$ cat config.mk
export PLATFORM = sky130hd
export DESIGN_NAME = axil_gpio_regs_flat
export DESIGN_NICKNAME = d
export VERILOG_FILES = /design/src/rtl/axil_gpio_regs_if.sv /design/src/rtl/axil_gpio_regs.sv /design/src/flat_wrapper.sv
export SDC_FILE = /design/constraint.sdc
export NUM_CORES = 1
export LEC_CHECK = 0
export ABC_CLOCK_PERIOD_IN_PS = 5300
export BUFFER_PORTS_ARGS = -buffer_cell sky130_fd_sc_hd__buf_4
export CAP_MARGIN = 15
export CORE_ASPECT_RATIO = 1.1
export CORE_MARGIN = 10
export CORE_UTILIZATION = 47
export CTS_CLUSTER_SIZE = 24
export DETAILED_ROUTE_END_ITERATION = 10
export PLACE_DENSITY = 0.76
export SLEW_MARGIN = 20
export SYNTH_ARGS = -nofsm -noshare
export SYNTH_HDL_FRONTEND = slang
export SYNTH_SLANG_ARGS = --single-unit
export TNS_END_PERCENT = 100
$ cat constraint.sdc
create_clock -name clk -period 5.3 [get_ports clk]
set_input_delay 1.06 -clock clk [delete_from_list [all_inputs] [get_ports clk]]
set_output_delay 1.06 -clock clk [all_outputs]
set_load 0.01 [all_outputs]
$ cat src/rtl/axil_gpio_regs_if.sv
// AXI-Lite bus bundle shared by the GPIO register block and its master.
// Slave modport is what the register block sees; Master is the mirror.
interface AXIL_IF #(
    parameter int ADDR_WIDTH = 32,
    parameter int DATA_WIDTH = 32
);
    logic [ADDR_WIDTH-1:0]   awaddr;
    logic                    awvalid;
    logic                    awready;
    logic [DATA_WIDTH-1:0]   wdata;
    logic [DATA_WIDTH/8-1:0] wstrb;
    logic                    wvalid;
    logic                    wready;
    logic [1:0]              bresp;
    logic                    bvalid;
    logic                    bready;
    logic [ADDR_WIDTH-1:0]   araddr;
    logic                    arvalid;
    logic                    arready;
    logic [DATA_WIDTH-1:0]   rdata;
    logic [1:0]              rresp;
    logic                    rvalid;
    logic                    rready;

    modport Slave (
        input  awaddr, awvalid, output awready,
        input  wdata, wstrb, wvalid, output wready,
        output bresp, bvalid, input bready,
        input  araddr, arvalid, output arready,
        output rdata, rresp, rvalid, input rready
    );

    modport Master (
        output awaddr, awvalid, input awready,
        output wdata, wstrb, wvalid, input wready,
        input  bresp, bvalid, output bready,
        output araddr, arvalid, input arready,
        input  rdata, rresp, rvalid, output rready
    );
endinterface

$ cat src/rtl/axil_gpio_regs.sv
// AXI-Lite register block for board GPIO: ID, synchronised switch/button
// inputs, LED drive, sticky button rising-edge flags (W1C) and a scratch word.
// Write and read channels are independent; AW and W may arrive in any order.
module axil_gpio_regs #(
    parameter int          ADDR_WIDTH = 32,
    parameter int          DATA_WIDTH = 32,
    parameter logic [31:0] ID_VALUE   = 32'h4750_494F
) (
    input  logic        clk,
    input  logic        reset,
    AXIL_IF.Slave       axil_if,
    input  logic [3:0]  sw,
    input  logic [3:0]  btn,
    output logic [15:0] led
);

    localparam int STRB_W = DATA_WIDTH / 8;

    localparam logic [2:0] REG_ID      = 3'd0;
    localparam logic [2:0] REG_INPUTS  = 3'd1;
    localparam logic [2:0] REG_LED     = 3'd2;
    localparam logic [2:0] REG_EDGE    = 3'd3;
    localparam logic [2:0] REG_SCRATCH = 3'd4;

    localparam logic [1:0] RESP_OKAY   = 2'b00;
    localparam logic [1:0] RESP_SLVERR = 2'b10;

    // ------------------------------------------------------------------
    // Input synchronisers and button edge detect
    // ------------------------------------------------------------------
    logic [3:0] sw_meta_q, sw_s_q;
    logic [3:0] btn_meta_q, btn_s_q, btn_prev_q;
    logic [3:0] btn_rise;

    // Two-flop synchronisers plus a prev stage on the buttons for edge detect
    always_ff @(posedge clk or posedge reset) begin
        if (reset) begin
            sw_meta_q  <= '0;
            sw_s_q     <= '0;
            btn_meta_q <= '0;
            btn_s_q    <= '0;
            btn_prev_q <= '0;
        end else begin
            sw_meta_q  <= sw;
            sw_s_q     <= sw_meta_q;
            btn_meta_q <= btn;
            btn_s_q    <= btn_meta_q;
            btn_prev_q <= btn_s_q;
        end
    end

    assign btn_rise = btn_s_q & ~btn_prev_q;

    // ------------------------------------------------------------------
    // Write channel: one-entry holding registers for AW and W
    // ------------------------------------------------------------------
    logic                    aw_held_q, aw_held_d;
    logic [2:0]              aw_idx_q, aw_idx_d;
    logic                    w_held_q, w_held_d;
    logic [DATA_WIDTH-1:0]   w_data_q, w_data_d;
    logic [STRB_W-1:0]       w_strb_q, w_strb_d;
    logic                    bvalid_q, bvalid_d;
    logic [1:0]              bresp_q, bresp_d;

    logic                    awready_w, wready_w;
    logic                    aw_hs, w_hs, wr_fire;
    logic [2:0]              wr_idx;
    logic [DATA_WIDTH-1:0]   wr_data;
    logic [STRB_W-1:0]       wr_strb;
    logic [ADDR_WIDTH-1:0]   awaddr_w, araddr_w;

    assign awaddr_w  = axil_if.awaddr;
    assign araddr_w  = axil_if.araddr;

    assign awready_w = !aw_held_q && !bvalid_q;
    assign wready_w  = !w_held_q && !bvalid_q;
    assign aw_hs     = axil_if.awvalid && awready_w;
    assign w_hs      = axil_if.wvalid && wready_w;

    // A held beat takes priority; otherwise use the beat handshaking now.
    assign wr_idx  = aw_held_q ? aw_idx_q : awaddr_w[4:2];
    assign wr_data = w_held_q  ? w_data_q : axil_if.wdata;
    assign wr_strb = w_held_q  ? w_strb_q : axil_if.wstrb;
    assign wr_fire = (aw_held_q || aw_hs) && (w_held_q || w_hs) && !bvalid_q;

    // Holding-register and B-channel next state
    always_comb begin
        aw_held_d = aw_held_q;
        aw_idx_d  = aw_idx_q;
        w_held_d  = w_held_q;
        w_data_d  = w_data_q;
        w_strb_d  = w_strb_q;
        bvalid_d  = bvalid_q;
        bresp_d   = bresp_q;
        if (wr_fire) begin
            aw_held_d = 1'b0;
            w_held_d  = 1'b0;
            bvalid_d  = 1'b1;
            bresp_d   = (wr_idx > REG_SCRATCH) ? RESP_SLVERR : RESP_OKAY;
        end else begin
            if (aw_hs) begin
                aw_held_d = 1'b1;
                aw_idx_d  = awaddr_w[4:2];
            end
            if (w_hs) begin
                w_held_d = 1'b1;
                w_data_d = axil_if.wdata;
                w_strb_d = axil_if.wstrb;
            end
            if (bvalid_q && axil_if.bready) begin
                bvalid_d = 1'b0;
            end
        end
    end

    // Write-channel state registers
    always_ff @(posedge clk or posedge reset) begin
        if (reset) begin
            aw_held_q <= 1'b0;
            aw_idx_q  <= '0;
            w_held_q  <= 1'b0;
            w_data_q  <= '0;
            w_strb_q  <= '0;
            bvalid_q  <= 1'b0;
            bresp_q   <= RESP_OKAY;
        end else begin
            aw_held_q <= aw_held_d;
            aw_idx_q  <= aw_idx_d;
            w_held_q  <= w_held_d;
            w_data_q  <= w_data_d;
            w_strb_q  <= w_strb_d;
            bvalid_q  <= bvalid_d;
            bresp_q   <= bresp_d;
        end
    end

    // ------------------------------------------------------------------
    // Register file
    // ------------------------------------------------------------------
    logic [15:0]           led_q, led_d;
    logic [DATA_WIDTH-1:0] scratch_q, scratch_d;
    logic [3:0]            edge_q, edge_d;
    logic [3:0]            edge_clr;

    // Byte-strobed updates for LED/SCRATCH; edge flags clear on W1C but a
    // coincident new rising edge keeps its bit set.
    always_comb begin
        led_d     = led_q;
        scratch_d = scratch_q;
        edge_clr  = 4'b0;
        if (wr_fire) begin
            case (wr_idx)
                REG_LED: begin
                    for (int b = 0; b < 2; b++) begin
                        if (wr_strb[b]) led_d[b*8 +: 8] = wr_data[b*8 +: 8];
                    end
                end
                REG_EDGE: begin
                    if (wr_strb[0]) edge_clr = wr_data[3:0];
                end
                REG_SCRATCH: begin
                    for (int b = 0; b < STRB_W; b++) begin
                        if (wr_strb[b]) scratch_d[b*8 +: 8] = wr_data[b*8 +: 8];
                    end
                end
                default: ;
            endcase
        end
        edge_d = (edge_q & ~edge_clr) | btn_rise;
    end

    // Register-file state
    always_ff @(posedge clk or posedge reset) begin
        if (reset) begin
            led_q     <= '0;
            scratch_q <= '0;
            edge_q    <= '0;
        end else begin
            led_q     <= led_d;
            scratch_q <= scratch_d;
            edge_q    <= edge_d;
        end
    end

    // ------------------------------------------------------------------
    // Read channel
    // ------------------------------------------------------------------
    logic                  rvalid_q, rvalid_d;
    logic [DATA_WIDTH-1:0] rdata_q, rdata_d;
    logic [1:0]            rresp_q, rresp_d;
    logic [DATA_WIDTH-1:0] rd_mux;
    logic [1:0]            rd_resp;
    logic                  ar_hs;

    assign ar_hs = axil_if.arvalid && !rvalid_q;

    // Read mux samples current register values, so a same-cycle write is
    // not yet visible.
    always_comb begin
        rd_mux  = '0;
        rd_resp = RESP_OKAY;
        case (araddr_w[4:2])
            REG_ID:      rd_mux = ID_VALUE;
            REG_INPUTS:  rd_mux = {24'b0, btn_s_q, sw_s_q};
            REG_LED:     rd_mux = {16'b0, led_q};
            REG_EDGE:    rd_mux = {28'b0, edge_q};
            REG_SCRATCH: rd_mux = scratch_q;
            default:     rd_resp = RESP_SLVERR;
        endcase
    end

    // R-channel next state: capture on AR, hold until accepted
    always_comb begin
        rvalid_d = rvalid_q;
        rdata_d  = rdata_q;
        rresp_d  = rresp_q;
        if (ar_hs) begin
            rvalid_d = 1'b1;
            rdata_d  = rd_mux;
            rresp_d  = rd_resp;
        end else if (rvalid_q && axil_if.rready) begin
            rvalid_d = 1'b0;
        end
    end

    // Read-channel state registers
    always_ff @(posedge clk or posedge reset) begin
        if (reset) begin
            rvalid_q <= 1'b0;
            rdata_q  <= '0;
            rresp_q  <= RESP_OKAY;
        end else begin
            rvalid_q <= rvalid_d;
            rdata_q  <= rdata_d;
            rresp_q  <= rresp_d;
        end
    end

    // ------------------------------------------------------------------
    // Outputs
    // ------------------------------------------------------------------
    assign axil_if.awready = awready_w;
    assign axil_if.wready  = wready_w;
    assign axil_if.bvalid  = bvalid_q;
    assign axil_if.bresp   = bresp_q;
    assign axil_if.arready = !rvalid_q;
    assign axil_if.rvalid  = rvalid_q;
    assign axil_if.rdata   = rdata_q;
    assign axil_if.rresp   = rresp_q;
    assign led             = led_q;

    // Address bits outside the decoded word index are intentionally ignored.
    logic unused_addr_bits;
    assign unused_addr_bits = ^{awaddr_w[ADDR_WIDTH-1:5], awaddr_w[1:0],
                                araddr_w[ADDR_WIDTH-1:5], araddr_w[1:0]};

endmodule

$ cat src/flat_wrapper.sv
// flat-port wrapper written by rule: the top's interface ports become plain ports
module axil_gpio_regs_flat 
#(
    parameter int          ADDR_WIDTH = 32,
    parameter int          DATA_WIDTH = 32,
    parameter logic [31:0] ID_VALUE   = 32'h4750_494F
)
  (clk, reset, sw, btn, led, axil_if_awaddr, axil_if_awvalid, axil_if_awready, axil_if_wdata, axil_if_wstrb, axil_if_wvalid, axil_if_wready, axil_if_bresp, axil_if_bvalid, axil_if_bready, axil_if_araddr, axil_if_arvalid, axil_if_arready, axil_if_rdata, axil_if_rresp, axil_if_rvalid, axil_if_rready);
  AXIL_IF #(.ADDR_WIDTH(ADDR_WIDTH), .DATA_WIDTH(DATA_WIDTH)) axil_if_i ();
  input  logic clk;
  input  logic reset;
  input  logic [3:0] sw;
  input  logic [3:0] btn;
  output logic [15:0] led;
  input wire logic [$bits(axil_if_i.awaddr)-1:0] axil_if_awaddr;
  input wire logic [$bits(axil_if_i.awvalid)-1:0] axil_if_awvalid;
  output wire logic [$bits(axil_if_i.awready)-1:0] axil_if_awready;
  input wire logic [$bits(axil_if_i.wdata)-1:0] axil_if_wdata;
  input wire logic [$bits(axil_if_i.wstrb)-1:0] axil_if_wstrb;
  input wire logic [$bits(axil_if_i.wvalid)-1:0] axil_if_wvalid;
  output wire logic [$bits(axil_if_i.wready)-1:0] axil_if_wready;
  output wire logic [$bits(axil_if_i.bresp)-1:0] axil_if_bresp;
  output wire logic [$bits(axil_if_i.bvalid)-1:0] axil_if_bvalid;
  input wire logic [$bits(axil_if_i.bready)-1:0] axil_if_bready;
  input wire logic [$bits(axil_if_i.araddr)-1:0] axil_if_araddr;
  input wire logic [$bits(axil_if_i.arvalid)-1:0] axil_if_arvalid;
  output wire logic [$bits(axil_if_i.arready)-1:0] axil_if_arready;
  output wire logic [$bits(axil_if_i.rdata)-1:0] axil_if_rdata;
  output wire logic [$bits(axil_if_i.rresp)-1:0] axil_if_rresp;
  output wire logic [$bits(axil_if_i.rvalid)-1:0] axil_if_rvalid;
  input wire logic [$bits(axil_if_i.rready)-1:0] axil_if_rready;
  assign axil_if_i.awaddr = axil_if_awaddr;
  assign axil_if_i.awvalid = axil_if_awvalid;
  assign axil_if_awready = axil_if_i.awready;
  assign axil_if_i.wdata = axil_if_wdata;
  assign axil_if_i.wstrb = axil_if_wstrb;
  assign axil_if_i.wvalid = axil_if_wvalid;
  assign axil_if_wready = axil_if_i.wready;
  assign axil_if_bresp = axil_if_i.bresp;
  assign axil_if_bvalid = axil_if_i.bvalid;
  assign axil_if_i.bready = axil_if_bready;
  assign axil_if_i.araddr = axil_if_araddr;
  assign axil_if_i.arvalid = axil_if_arvalid;
  assign axil_if_arready = axil_if_i.arready;
  assign axil_if_rdata = axil_if_i.rdata;
  assign axil_if_rresp = axil_if_i.rresp;
  assign axil_if_rvalid = axil_if_i.rvalid;
  assign axil_if_i.rready = axil_if_rready;
  axil_gpio_regs #(.ADDR_WIDTH(ADDR_WIDTH), .DATA_WIDTH(DATA_WIDTH), .ID_VALUE(ID_VALUE)) u_core (.clk(clk), .reset(reset), .axil_if(axil_if_i), .sw(sw), .btn(btn), .led(led));
endmodule
==> results summary <==
The synthesized design spends more area on one cell type than any other, namely dfrtp_1. After clock tree synthesis, the flow added hold-fix buffers numbering 0. In this run the vertical extent of the chip is 141 µm. The share of flip-flops with an asynchronous set or reset after synthesis came out at 100%. The actual transition at the worst max-transition pin is 1.03 ns. The insertion delay to the later sink of the worst-skew pair is 0.42 ns. At the worst endpoint, the arrival time is 3.05 ns. Of the post-synthesis cell area, the dominant cell type holds 59.5%. VDD sags by at most 0.000460 V.

The flow ran to the end, and the final reports show no timing, DRC or antenna violations. After synthesis, flip-flops and latches occupy 59.5% of the total area. The root buffer cell chosen for the clock tree is clkbuf_16. The floorplan die area came out at 18,400 µm². The number of input and output port buffers inserted is 111. The leftover overflow at the end of global routing is 0. The detailed-placement wirelength estimate came out at 10,500 µm.

In this run the static leakage power is 3.63 nW. The unique cell type count in the Yosys netlist is 37. The number of inserted filler cells in the final layout is 1,071. The number of cells on the worst reg-to-reg path is 3. The number of iterations in the first detailed-routing pass is 4. STA puts the critical path data required time at 5.60 ns. The path class of the tightest hold or removal check is reg -> reg. In this run the critical register-to-register path is launched from u_core.aw_held_q. Based on the critical path, the design can be clocked at up to 364 MHz.

The DRC violations left is 0. The final setup violation count is 0. The detailed router placed 4,167 vias in this run. The slowest library cell on the worst path is a2111oi_4.

The initial utilization of the core area, before any placement, comes to 47.6%. The final wirelength is 14,800 µm. The cell count after synthesis came out at 485. The mean number of vias per cell came out at 5.44. Routability-driven placement finished with a final weighted congestion of 0.847.

The layout net count came out at 707. The end of the critical path is u_core.scratch_q[4]. The power density over cell area is 535 nW/µm². Buffers inserted during clock tree synthesis total 17.

The tightest slew margin relative to the limit is 31.2%. The post-layout total power is 4.17 mW. The wire length per cell is 19.3 µm. The hold violation count in the final report is 0. Setup repair after global routing left no endpoint under its margin. Ranked by total cell area, the synthesized netlist is headed by dfrtp_1 59%, mux2_2 14%, mux2i_1 4.8%. Across the run, the number of max-cap violations was 0. The maximum cell stage delay along the critical path is 0.83 ns.

The mean post-synth cell area came out at 12.9 µm². In this run the remaining antenna-violating nets after routing total 0. The worst path needs 2.75 ns of the cycle, external delays included. The total negative setup slack is 0 ns. The final max-slew violation count is 0. The die boundary width is 130 µm. The placeable core area is 13,200 µm². The CTS tree is done.

The worst setup path is of the in -> reg kind. The start point of the critical path is axil_if_awaddr[2]. After clock tree synthesis, the clock-pin slew on the worst setup and hold paths is 0.06 ns. The clock net sink count came out at 149. The standard-cell row count came out at 44. The H-tree was split into 4 levels. The area of combinational cells with multiple inputs came out at 2340 µm².

The sequential cells in the finished layout cover a total of 3730 µm². The wire length of the first global-routing pass is 24,000 µm. The worst setup slack for register-to-register paths is 2.76 ns. The pin count of the biggest net entering global routing is 53.

The endpoint of the most critical register-to-register path is u_core.scratch_q[4]. The element type at the critical path start is a primary input. The portion of the clock cycle consumed by the worst path in the final layout is 51.8%. The synthesized design contains 0 enable-type register cells. The total routing usage reported by global routing came out at 16.8%.

The initial antenna violation count is 0. The post-CTS setup buffer count is 0. The area of the mapped netlist came out at 6270 µm². The signal on the critical path passes through buf_4 -> or4b_4 -> a2111oi_4 -> mux2_2. The commonest register cell after synthesis is dfrtp_1. STA classifies the critical path endpoint as a flip-flop. The detailed router's first-iteration violation count came out at 250. 172 I/O pins were placed. The number of gates resized after cts is 0. The deepest clock path buffer count is 2.

The count of yosys warnings during synthesis came out at 0. The final setup skew came out at 0.00902 ns. The flip-flop and latch count after synthesis is 149.

The number of antenna diodes in the final layout is 0. The signed area change from the synthesized netlist to the final layout came out at 24.4%. The number of global-route vias before repair came to 4,609. The largest fanout of any net on the critical path came out at 12. The fraction of layout cells with a size suffix above 1 is 40.0%.
## how the worst min path moves through the flow
| stage | cells after the start | slack (ns) | to | start |
|---|---|---|---|---|
| after global routing | 0 | 0.35 | u_core.btn_s_q[1] | u_core.btn_meta_q[1] |
| after floorplan | 0 | 0.33 | u_core.btn_s_q[0] | u_core.btn_meta_q[0] |
| after global placement | 0 | 0.33 | u_core.btn_s_q[3] | u_core.btn_meta_q[3] |
| after CTS | 0 | 0.35 | u_core.btn_s_q[0] | u_core.btn_meta_q[0] |
| after detailed placement | 0 | 0.34 | u_core.btn_s_q[0] | u_core.btn_meta_q[0] |
| final | 0 | 0.35 | u_core.btn_s_q[0] | u_core.btn_meta_q[0] |
## critical path: cells and delay by family
family	cells	cell delay, ns
compound gates	1	0.83
simple gates	1	0.61
mux	1	0.42
buf+inv	1	0.12
## logic make-up after synthesis
kind of cell,after synthesis,share of synthesized area [%]
and+or+nand+nor,71,5.37
other,1,0.0598
AOI/OAI and AO/OA,112,12.9
DFF,149,59.5
buffers and inverters,44,3.43
muxes,108,18.8
## metal layers
layer	wire, µm	GRT usage [%]
met5	0	0
met4	305	6.40
met3	839	5.14
met2	7390	27.8
met1	6260	19.9
## Yosys cell counts, drive strengths merged (4+ instances only)
library cell	number
clkbuf	10
o21ai	29
nand2	16
a22oi	4
inv	17
mux2i	30
nand3	5
o31ai	7
mux2	78
buf	17
a22o	27
a21oi	30
nor2b	5
nor2	33
dfrtp	149
## cell usage in the layout, fill, tap and decap left out, types with 5 or more instances in the layout
cell and instances:
inv_1 16, o31ai_1 7, mux2_2 78, buf_4 114, nor2_1 33, dfrtp_1 148, a22o_1 27, a21oi_1 26
nand3_1 5, o21ai_0 29, clkinv_2 6, nand2_1 15, mux2i_1 30, nor2b_1 5, clkbuf_16 17
## sequential cells by signal, indices dropped and copies added, names as in the netlist, 16 cells and up
register,cells
u_core.axil_if.rdata,32
u_core.led,16
u_core.scratch_q,32
u_core.w_data_q,32
## power by group
group | leakage, nW | internal [mW] | switching, mW | total [mW]
logic | 1.51 | 0.621 | 0.555 | 1.18
clock network | 0.288 | 0.747 | 0.457 | 1.20
registers | 1.83 | 1.54 | 0.250 | 1.79
## final cells by class
cell class	instances	area share, %
clock buffers	18	5.63
flip-flops and latches	149	47.8
well taps	161	2.58
clock inverters	14	2.04
repair buffers	114	11.0
inverters	17	0.883
multi-input cells	293	30.0
## through the flow
step                instances  util, %  worst slack (ns)  instance area, µm²  hold WS, ns
CTS                       766     59.2              2.57                7790        0.349
detailed placement        734     54.6              2.13                7190        0.336
finish                    766     59.2              2.55                7790        0.348
global placement          734     54.6              2.17                7190        0.335
global route              766     59.2              2.48                7790        0.351
floorplan                 486        -             0.232                6270        0.331
No activity file was read; power rests on OpenSTA's default activity.
